<file path="config.mk">
export PLATFORM = sky130hd
export DESIGN_NAME = fi_inject_scheduler_flat
export DESIGN_NICKNAME = d
export VERILOG_FILES = /design/src/rtl/fi_inject_scheduler_if.sv /design/src/rtl/fi_inject_scheduler.sv /design/src/flat_wrapper.sv
export SDC_FILE = /design/constraint.sdc
export NUM_CORES = 1
export LEC_CHECK = 0
export CAP_MARGIN = 15
export CORE_AREA = 4 4 130 101
export DETAILED_ROUTE_END_ITERATION = 12
export DIE_AREA = 0 0 134 105
export HOLD_SLACK_MARGIN = 0.15
export PLACE_DENSITY = 0.5
export RECOVER_POWER = 25
export SLEW_MARGIN = 20
export SYNTH_ARGS = -nofsm -noshare
export SYNTH_HDL_FRONTEND = slang
export SYNTH_SLANG_ARGS = --single-unit
</file>
<file path="constraint.sdc">
create_clock -name clk -period 3 [get_ports clk]
set_input_delay 0.6 -clock clk [delete_from_list [all_inputs] [get_ports clk]]
set_output_delay 0.6 -clock clk [all_outputs]
set_load 0.02 [all_outputs]
</file>
<file path="src/rtl/fi_inject_scheduler_if.sv">
// Configuration-side handshake bundle between the test controller and the
// fault-injection scheduler: one job request (delay, duration, target, mode).
interface fi_inject_scheduler_if #(
  parameter int CNT_W   = 16,
  parameter int DUR_W   = 8,
  parameter int NUM_TGT = 3
);
  localparam int TGT_W = (NUM_TGT > 1) ? $clog2(NUM_TGT) : 1;

  logic             cfg_valid;
  logic             cfg_ready;
  logic [CNT_W-1:0] cfg_delay;
  logic [DUR_W-1:0] cfg_duration;
  logic [TGT_W-1:0] cfg_target;
  logic [1:0]       cfg_mode;

  // Test controller side: issues jobs, observes ready.
  modport master (
    output cfg_valid, cfg_delay, cfg_duration, cfg_target, cfg_mode,
    input  cfg_ready
  );

  // Scheduler side: accepts jobs, drives ready.
  modport slave (
    input  cfg_valid, cfg_delay, cfg_duration, cfg_target, cfg_mode,
    output cfg_ready
  );
endinterface

</file>
<file path="src/rtl/fi_inject_scheduler.sv">
// Fault-injection scheduler: accepts one job, counts out its delay, drives a
// one-hot force strobe plus mode for the programmed duration, then pulses done.
// An abort in WAIT/INJECT cancels the job; reset silently clears everything.
module fi_inject_scheduler #(
  parameter int CNT_W   = 16,
  parameter int DUR_W   = 8,
  parameter int NUM_TGT = 3
) (
  input  logic                   clk,
  input  logic                   reset,
  fi_inject_scheduler_if.slave   cfg,
  input  logic                   abort,
  output logic [NUM_TGT-1:0]     inj_strobe,
  output logic [1:0]             inj_mode,
  output logic                   busy,
  output logic                   done,
  output logic                   aborted,
  output logic                   cfg_err,
  output logic [15:0]            inj_total
);
  localparam int TGT_W = (NUM_TGT > 1) ? $clog2(NUM_TGT) : 1;
  localparam logic [TGT_W:0] TGT_LIMIT = (TGT_W+1)'(NUM_TGT);

  typedef enum logic [1:0] {
    ST_IDLE   = 2'd0,
    ST_WAIT   = 2'd1,
    ST_INJECT = 2'd2,
    ST_FIN    = 2'd3
  } state_t;

  state_t             state_r, state_s;
  logic [CNT_W-1:0]   cnt_r, cnt_s;
  logic [DUR_W-1:0]   dcnt_r, dcnt_s;
  logic [DUR_W-1:0]   dur_r, dur_s;
  logic [TGT_W-1:0]   tgt_r, tgt_s;
  logic [1:0]         mode_r, mode_s;
  logic               hs_s, reject_s, abort_take_s, fin_s, cfg_ready_s;

  logic [NUM_TGT-1:0] inj_strobe_r;
  logic [1:0]         inj_mode_r;
  logic               busy_r, done_r, aborted_r, cfg_err_r;
  logic [15:0]        inj_total_r;

  // One-hot decode of a target index; out-of-range indices decode to zero.
  function automatic logic [NUM_TGT-1:0] tgt_onehot(input logic [TGT_W-1:0] idx);
    logic [NUM_TGT-1:0] oh;
    oh = {NUM_TGT{1'b0}};
    for (int i = 0; i < NUM_TGT; i++) begin
      if (idx == TGT_W'(i)) begin
        oh[i] = 1'b1;
      end else begin
        oh[i] = 1'b0;
      end
    end
    return oh;
  endfunction

  // Ready only in IDLE and never while reset is being applied.
  assign cfg_ready_s   = (state_r == ST_IDLE) && !reset;
  assign cfg.cfg_ready = cfg_ready_s;
  assign hs_s          = cfg.cfg_valid && cfg_ready_s;

  assign inj_strobe = inj_strobe_r;
  assign inj_mode   = inj_mode_r;
  assign busy       = busy_r;
  assign done       = done_r;
  assign aborted    = aborted_r;
  assign cfg_err    = cfg_err_r;
  assign inj_total  = inj_total_r;

  // Next-state, counter and job-field logic for the job sequencer.
  always_comb begin
    state_s      = state_r;
    cnt_s        = cnt_r;
    dcnt_s       = dcnt_r;
    dur_s        = dur_r;
    tgt_s        = tgt_r;
    mode_s       = mode_r;
    reject_s     = 1'b0;
    abort_take_s = 1'b0;
    fin_s        = 1'b0;
    case (state_r)
      ST_IDLE: begin
        // abort is deliberately ignored here, even alongside a handshake
        if (hs_s) begin
          if (({1'b0, cfg.cfg_target} >= TGT_LIMIT) || (cfg.cfg_mode == 2'b11)) begin
            reject_s = 1'b1;
          end else begin
            tgt_s   = cfg.cfg_target;
            mode_s  = cfg.cfg_mode;
            dur_s   = cfg.cfg_duration;
            cnt_s   = cfg.cfg_delay;
            state_s = ST_WAIT;
          end
        end else begin
          state_s = ST_IDLE;
        end
      end
      ST_WAIT: begin
        if (abort) begin
          abort_take_s = 1'b1;
          state_s      = ST_IDLE;
        end else if (cnt_r == {CNT_W{1'b0}}) begin
          // zero duration is treated as a single strobe cycle
          dcnt_s  = (dur_r == {DUR_W{1'b0}}) ? {DUR_W{1'b0}} : (dur_r - DUR_W'(1));
          state_s = ST_INJECT;
        end else begin
          cnt_s = cnt_r - CNT_W'(1);
        end
      end
      ST_INJECT: begin
        // abort beats the final strobe cycle: no done, no count
        if (abort) begin
          abort_take_s = 1'b1;
          state_s      = ST_IDLE;
        end else if (dcnt_r == {DUR_W{1'b0}}) begin
          state_s = ST_FIN;
        end else begin
          dcnt_s = dcnt_r - DUR_W'(1);
        end
      end
      ST_FIN: begin
        fin_s   = 1'b1;
        state_s = ST_IDLE;
      end
      default: begin
        state_s = ST_IDLE;
      end
    endcase
  end

  // State, counters and latched job fields.
  always_ff @(posedge clk) begin
    if (reset) begin
      state_r <= ST_IDLE;
      cnt_r   <= {CNT_W{1'b0}};
      dcnt_r  <= {DUR_W{1'b0}};
      dur_r   <= {DUR_W{1'b0}};
      tgt_r   <= {TGT_W{1'b0}};
      mode_r  <= 2'b00;
    end else begin
      state_r <= state_s;
      cnt_r   <= cnt_s;
      dcnt_r  <= dcnt_s;
      dur_r   <= dur_s;
      tgt_r   <= tgt_s;
      mode_r  <= mode_s;
    end
  end

  // Registered injection-side outputs derived from the upcoming state.
  always_ff @(posedge clk) begin
    if (reset) begin
      inj_strobe_r <= {NUM_TGT{1'b0}};
      inj_mode_r   <= 2'b00;
      busy_r       <= 1'b0;
    end else begin
      inj_strobe_r <= (state_s == ST_INJECT) ? tgt_onehot(tgt_s) : {NUM_TGT{1'b0}};
      inj_mode_r   <= (state_s == ST_INJECT) ? mode_s : 2'b00;
      busy_r       <= (state_s == ST_WAIT) || (state_s == ST_INJECT);
    end
  end

  // Single-cycle status pulses toward the controller.
  always_ff @(posedge clk) begin
    if (reset) begin
      done_r    <= 1'b0;
      aborted_r <= 1'b0;
      cfg_err_r <= 1'b0;
    end else begin
      done_r    <= (state_s == ST_FIN);
      aborted_r <= abort_take_s;
      cfg_err_r <= reject_s;
    end
  end

  // Saturating count of normally completed injections.
  always_ff @(posedge clk) begin
    if (reset) begin
      inj_total_r <= 16'd0;
    end else if (fin_s && (inj_total_r != 16'hFFFF)) begin
      inj_total_r <= inj_total_r + 16'd1;
    end else begin
      inj_total_r <= inj_total_r;
    end
  end
endmodule
</file>
<file path="src/flat_wrapper.sv">
// flat-port wrapper written by rule: the top's interface ports become plain ports
module fi_inject_scheduler_flat 
#(
  parameter int CNT_W   = 16,
  parameter int DUR_W   = 8,
  parameter int NUM_TGT = 3
)
  (clk, reset, abort, inj_strobe, inj_mode, busy, done, aborted, cfg_err, inj_total, cfg_cfg_valid, cfg_cfg_delay, cfg_cfg_duration, cfg_cfg_target, cfg_cfg_mode, cfg_cfg_ready);
  fi_inject_scheduler_if #(.CNT_W(CNT_W), .DUR_W(DUR_W), .NUM_TGT(NUM_TGT)) cfg_i ();
  input  logic clk;
  input  logic reset;
  input  logic abort;
  output logic [NUM_TGT-1:0] inj_strobe;
  output logic [1:0] inj_mode;
  output logic busy;
  output logic done;
  output logic aborted;
  output logic cfg_err;
  output logic [15:0] inj_total;
  input wire logic [$bits(cfg_i.cfg_valid)-1:0] cfg_cfg_valid;
  input wire logic [$bits(cfg_i.cfg_delay)-1:0] cfg_cfg_delay;
  input wire logic [$bits(cfg_i.cfg_duration)-1:0] cfg_cfg_duration;
  input wire logic [$bits(cfg_i.cfg_target)-1:0] cfg_cfg_target;
  input wire logic [$bits(cfg_i.cfg_mode)-1:0] cfg_cfg_mode;
  output wire logic [$bits(cfg_i.cfg_ready)-1:0] cfg_cfg_ready;
  assign cfg_i.cfg_valid = cfg_cfg_valid;
  assign cfg_i.cfg_delay = cfg_cfg_delay;
  assign cfg_i.cfg_duration = cfg_cfg_duration;
  assign cfg_i.cfg_target = cfg_cfg_target;
  assign cfg_i.cfg_mode = cfg_cfg_mode;
  assign cfg_cfg_ready = cfg_i.cfg_ready;
  fi_inject_scheduler #(.CNT_W(CNT_W), .DUR_W(DUR_W), .NUM_TGT(NUM_TGT)) u_core (.clk(clk), .reset(reset), .cfg(cfg_i), .abort(abort), .inj_strobe(inj_strobe), .inj_mode(inj_mode), .busy(busy), .done(done), .aborted(aborted), .cfg_err(cfg_err), .inj_total(inj_total));
endmodule
</file>
# ---- After elaboration in Yosys (flattened, before gate mapping)
# Index checks and enable logic that the tools add are counted.
dict set report totals {
  latchBits 0
  mem_bits_rw 0
  rom_bits 0
  wordCells 90
  out_inout_bits 26
  n_memories 0
  reg_bits 63
  input_bits 32
}
dict set report classes {
  div_mod_pow 0
  add_sub_neg 4
  n_lt_le_gt_ge 1
  mul 0
  shifts 0
  n_mux 30
  reduce_logical 20
  n_eq_ne 17
  bitwise 5
}
# cell n
set op_table {}
lappend op_table {{16-bit two-way mux} 4}
lappend op_table {{8-bit two-way mux} 5}
lappend op_table {{16-bit one-hot mux with 2 select lines} 1}
lappend op_table {{2-bit two-way mux} 12}
lappend op_table {{16-bit by 1-bit adder with 16-bit output (second input constant)} 1}
lappend op_table {{16-bit zero test} 1}
lappend op_table {{8-bit zero test} 2}
lappend op_table {{16-bit inequality test (second input constant)} 1}
lappend op_table {{8-bit one-hot mux with 2 select lines} 1}
lappend op_table {{16-bit by 1-bit subtractor with 16-bit output (second input constant)} 1}
lappend op_table {{8-bit by 1-bit subtractor with 8-bit output (second input constant)} 2}
lappend op_table {{2-bit == test (second input constant)} 6}
lappend op_table {{2-bit inequality test (second input constant)} 5}
lappend op_table {{5-bit AND reduction} 2}
lappend op_table {{2-bit one-hot mux with 4 select lines} 1}
lappend op_table {{2-bit by 1-bit == test with 1-bit output (second input constant)} 3}
lappend op_table {{1-bit two-way mux} 6}
lappend op_table {{2-bit OR reduction} 3}
lappend op_table {{1-bit inverter} 5}
lappend op_table {{2-bit zero test} 2}
lappend op_table {{2-bit by 1-bit inequality test with 1-bit output (second input constant)} 2}
lappend op_table {{2-bit nonzero test} 2}
lappend op_table {{1-bit logical AND} 3}
lappend op_table {{3-bit AND reduction} 1}
lappend op_table {{4 further kinds} 5}

# ---- Logic depth before layout (Yosys ltp)
# Gate-level depths: netlist of the first run.
dict set report depth {
  word_depth 8
  depth_mapped 10
  depth_no_buf 9
}

# ---- Worst setup path before layout of the first run
# OpenSTA, ideal clock, no wires.
dict set report synth_path {
  path_kind {register to register}
  startpoint {reg u_core.cnt_r[0]}
  endpoint {reg u_core.inj_strobe_r[2], in the netlist u_core.inj_strobe[2]}
  t_required_ns 2.904
  setup_time_ns 0.096
  arrival_ns 2.108
  stages_incl_launch_ff 10
  period_less_slack_ns 2.204
  setup_slack_ns 0.796
  n_path_buf 1
  cell_sequence {dfxtp_1 inv_1 ha_1 or3b_1 buf_6 nor4_4 a21oi_2 o2bb2ai_1 ha_1 nor4b_1}
}
dict set report synth_between {
  elab_chain_len 7
}
# item line_no
set synth_lines {}
lappend synth_lines {{start, declared} fi_inject_scheduler.sv:32} ;# logic [CNT_W-1:0] cnt_r, cnt_s;
lappend synth_lines {{start signal, assigned} fi_inject_scheduler.sv:136} ;# cnt_r <= {CNT_W{1'b0}};
lappend synth_lines {{start signal, assigned} fi_inject_scheduler.sv:143} ;# cnt_r <= cnt_s;
lappend synth_lines {{16-bit zero test} fi_inject_scheduler.sv:103} ;# end else if (cnt_r == {CNT_W{1'b0}}) begin
lappend synth_lines {{2-bit two-way mux} fi_inject_scheduler.sv:103}
lappend synth_lines {{2-bit two-way mux} fi_inject_scheduler.sv:100} ;# if (abort) begin
lappend synth_lines {{2-bit one-hot mux with 4 select lines} fi_inject_scheduler.sv:82} ;# case (state_r)
lappend synth_lines {{2-bit == test} fi_inject_scheduler.sv:158} ;# inj_strobe_r <= (state_s == ST_INJECT) ? tgt_onehot(tgt_s) : {NUM_TGT{1'b0}};
lappend synth_lines {{1-bit inverter (no source line)} --}
lappend synth_lines {{2-bit OR reduction (no source line)} --}
lappend synth_lines {{end signal, assigned} fi_inject_scheduler.sv:154} ;# inj_strobe_r <= {NUM_TGT{1'b0}};
lappend synth_lines {{end signal, assigned} fi_inject_scheduler.sv:158}
lappend synth_lines {{end, declared} fi_inject_scheduler.sv:39} ;# logic [NUM_TGT-1:0] inj_strobe_r;
# Every way passes these cells.
# A chain may end at the register's enable or synchronous reset.

# ---- Final worst setup path of the first run
# Same ends and word-level chain as after synthesis.

==> flow_metrics.py, run 1 <==
metrics = {
    "worst_setup_path": {
        "end_kind": "flip-flop",
        "r2r_start": "u_core.cnt_r[0]$_SDFFE_PP0P_",
        "cp.required_ns": 3.23,
        "startpoint": "u_core.cnt_r[0]$_SDFFE_PP0P_",
        "crit_arrival_ns": 2.88,
        "crit_fanout": 6,
        "critPathKind": "reg -> reg",
        "worst_setup_path_start_kind": "flip-flop",
    },
    "layout": {
        "postLayoutCoreUtil_pct": 37.3,
        "antenna_cells": 0,
        "multiInputGateArea_sq_mm": 0.00199,
        "area_growth_pct": 31.2,
        "layout-drive-gt1-share_pct": 8.44,
        "nets": 501,
        "fill_cells": 1231,
        "seqCellArea_sq_mm": 0.00126,
    },
    "grt": {
        "grt_start_max_net_pins": 51,
        "grt_pass1_vias": 2989,
        "track_usage_pct": 13.6,
        "grt_pass1_wl_microns": 15400,
        "antenna_found_initial": 0,
        "grt_overflow": 0,
    },
    "logic_synthesis": {
        "synth_top_area_cell": "dfxtp_1",
        "yosysWarnings": 0,
        "yosys_most_used_dff": "dfxtp_1",
        "synth_area_leaders": "dfxtp_1 (37%), nor2_1 (5.0%), a21oi_1 (4.7%), ha_1 (4.4%), o21ai_0 (3.8%)",
        "synth_edf_count": 0,
        "synth_area_per_cell_sq_um": 8.47,
        "synth_cell_types": 63,
        "synth-async-reset-ratio_pct": 0,
        "synth-seq-area-share_pct": 37.1,
        "synth_top_area_share_pct": 37.1,
        "synthCells": 401,
        "syn-cell-area_sq_mm": 0.00340,
        "syn_nets": 445,
        "ys_seq_elements": 63,
    },
    "route": {
        "firstDrtPassIters": 5,
        "via_per_inst": 5.01,
        "dr_total_vias": 3148,
        "drt_iter0_markers": 204,
        "wl_per_cell_microns": 14.8,
        "drc": 0,
        "totalWireLength_microns": 9300,
        "ant_nets": 0,
    },
    "power": {
        "p_per_area_mw_per_mm2": 507,
        "ir_drop_mv": 0.366,
        "p_leak_nw": 1.65,
    },
    "sta": {
        "maxSlewViolCount": 0,
        "skew_ns": 0.00641,
        "tightest_slew_ns": 0.785,
        "hold_viol": 0,
        "rsz0062_at_grt": "false",
        "holdWs_ns": 0.492,
        "fmax_mhz": 378,
        "finalSetupTns_ns": 0,
        "fin_crit_ns": 2.65,
        "slew_headroom_pct": 47.2,
        "period_share_pct": 88.3,
        "finalSetupViolCount": 0,
    },
    "clocking": {
        "cts_tree": "built",
        "cts.repair.resized": 0,
        "insertion_delay_ns": 0.33,
        "root_buffer": "clkbuf_16",
        "cts_setup_buffers": 0,
        "path_clk_slew_ns": 0.05,
        "ctsHtreeMaxLevel": 3,
        "cts_buffers": 9,
        "clockBufferDepth": 2,
        "cts_hold_buf": 0,
        "cts_sinks": 63,
    },
    "placed_design": {
        "gp_routability_congestion": 0.809,
        "dp_hpwl_microns": 6490,
        "io_buffers": 57,
    },
    "outcome": {
        "outcome": "finished clean",
    },
    "floorplanning": {
        "ios": 58,
        "start_util_pct": 28.4,
        "dieArea_sq_mm": 0.0141,
        "coreArea_sq_mm": 0.0120,
        "rows": 35,
        "die_w_microns": 134,
        "die_h_microns": 105,
    },
    "hold_path": {
        "min-delay-start": "u_core.cnt_r[15]$_SDFFE_PP0P_",
        "holdCritPathClass": "reg -> reg",
    },
    "job": {
        "drv_cap": 0,
    },
}
-- routing by layer --
metal	up-vias	share of wire, %	routed length (microns)	GRT usage (%)
met5	-	0	0	0
met3	10	7.2	670	5.05
li1	1591	-	-	-
met2	89	42	3860	19.1
met1	1458	50	4670	19.2
met4	0	1.0	97	3.96
-- placed cells by master, fill, tap and decap left out, drive strengths merged, types with 4 or more instances in the layout --
| master | count |
|---|---|
| clkinv | 4 |
| nor2b | 4 |
| and3 | 4 |
| nor3 | 11 |
| o31ai | 4 |
| ha | 12 |
| o211ai | 6 |
| dfxtp | 63 |
| nor4 | 9 |
| o21ai | 26 |
| nor2 | 45 |
| a211oi | 4 |
| inv | 13 |
| o41ai | 4 |
| a21oi | 34 |
| dlygate4sd3 | 9 |
| xnor2 | 8 |
| o2bb2ai | 5 |
| clkbuf | 11 |
| o32ai | 4 |
| nand4 | 4 |
| and2 | 5 |
| clkdlybuf4s50 | 47 |
| nand2 | 31 |
| or3 | 8 |
| nand3 | 8 |
| mux2i | 12 |
| o211a | 4 |
| buf | 8 |
| xor2 | 6 |
| mux2 | 4 |
-- metrics by stage --
stage	power (W)	std cells	cell area, sq um	worst slack, ns
final	0.00226	628	4460	0.352
after global routing	0.00237	628	4460	0.159
after CTS	0.00230	628	4460	0.380
after detailed placement	0.00115	612	4140	0.378
after global placement	0.00115	612	4140	0.448
after floorplan	0.00106	401	3400	0.796
-- state kept, by name, summed over array words and instances, names as in the netlist --
register / cells
u_core.mode_r: 2
u_core.busy: 1
u_core.inj_strobe: 3
u_core.cnt_r: 16
u_core.dur_r: 8
u_core.dcnt_r: 8
u_core.aborted: 1
u_core.state_r: 2
u_core.cfg_err: 1
u_core.done: 1
u_core.inj_total: 16
u_core.inj_mode: 2
u_core.tgt_r: 2
-- Yosys cell counts (8+ instances only) --
cell,number
dfxtp_1,63
clkbuf_1,11
mux2i_1,12
nand3_1,8
xnor2_1,8
nor2_1,45
a21oi_1,32
nand2_1,31
o21ai_0,26
ha_1,12
nor3_1,11
inv_1,13
-- worst max-delay path, stage by stage (launching register included) --
cell and delay [ns]:
dfxtp_1 0.33, inv_1 0.11, ha_1 0.21, or3b_1 0.48, nor4_4 0.43, a21oi_2 0.15
o2bb2ai_1 0.31, ha_1 0.27, nor4b_1 0.25
-- where the power goes --
part	switching (W)	leakage [nW]	internal, W
Clock	0.000376	0.156	0.000749
Sequential	0.0000203	0.510	0.000856
Combinational	0.000144	0.984	0.000118
-- path summary, 6_finish.rpt --
kind,cells past startpoint,endpoint,slack (ns)
max reg2reg,8,u_core.inj_strobe[2]$_SDFF_PP0_,0.35
min reg2reg,2,u_core.cnt_r[15]$_SDFFE_PP0P_,0.49
min,2,u_core.cnt_r[15]$_SDFFE_PP0P_,0.49
max,8,u_core.inj_strobe[2]$_SDFF_PP0_,0.35
-- layout make-up --
cell class | instances | share of cell area (%)
tap | 166 | 4.66
inverter | 15 | 1.26
clock buffer | 11 | 5.44
timing repair buffer | 64 | 13.9
clock inverter | 5 | 1.82
multi-input combinational | 304 | 44.7
sequential | 63 | 28.3
-- kinds of logic (layout without fill, tap and decap cells) --
logic type,count (synthesis),after routing,synth area share [%]
AOI/OAI and AO/OA,116,116,23.2
DFF,63,63,37.1
and+or+nand+nor,146,146,22.5
adders and majority gates,12,12,4.42
muxes,16,16,4.86
xor gates and xnor gates,14,14,3.61
buffers and inverters,34,95,4.27
(Power assumes the default switching activity.)
==> run 2, diff against run 1 <==
Settings changed: CTS_CLUSTER_SIZE set to 16.
==> results of run 2 <==
Same layout as run 1: the final DEF is identical, and so are final timing and power.
==> run 3, diff against run 2 <==
Settings changed: CAP_MARGIN 15 to not set.
==> results of run 3 <==
Same layout as run 1: the final DEF is identical, and so are final timing and power.
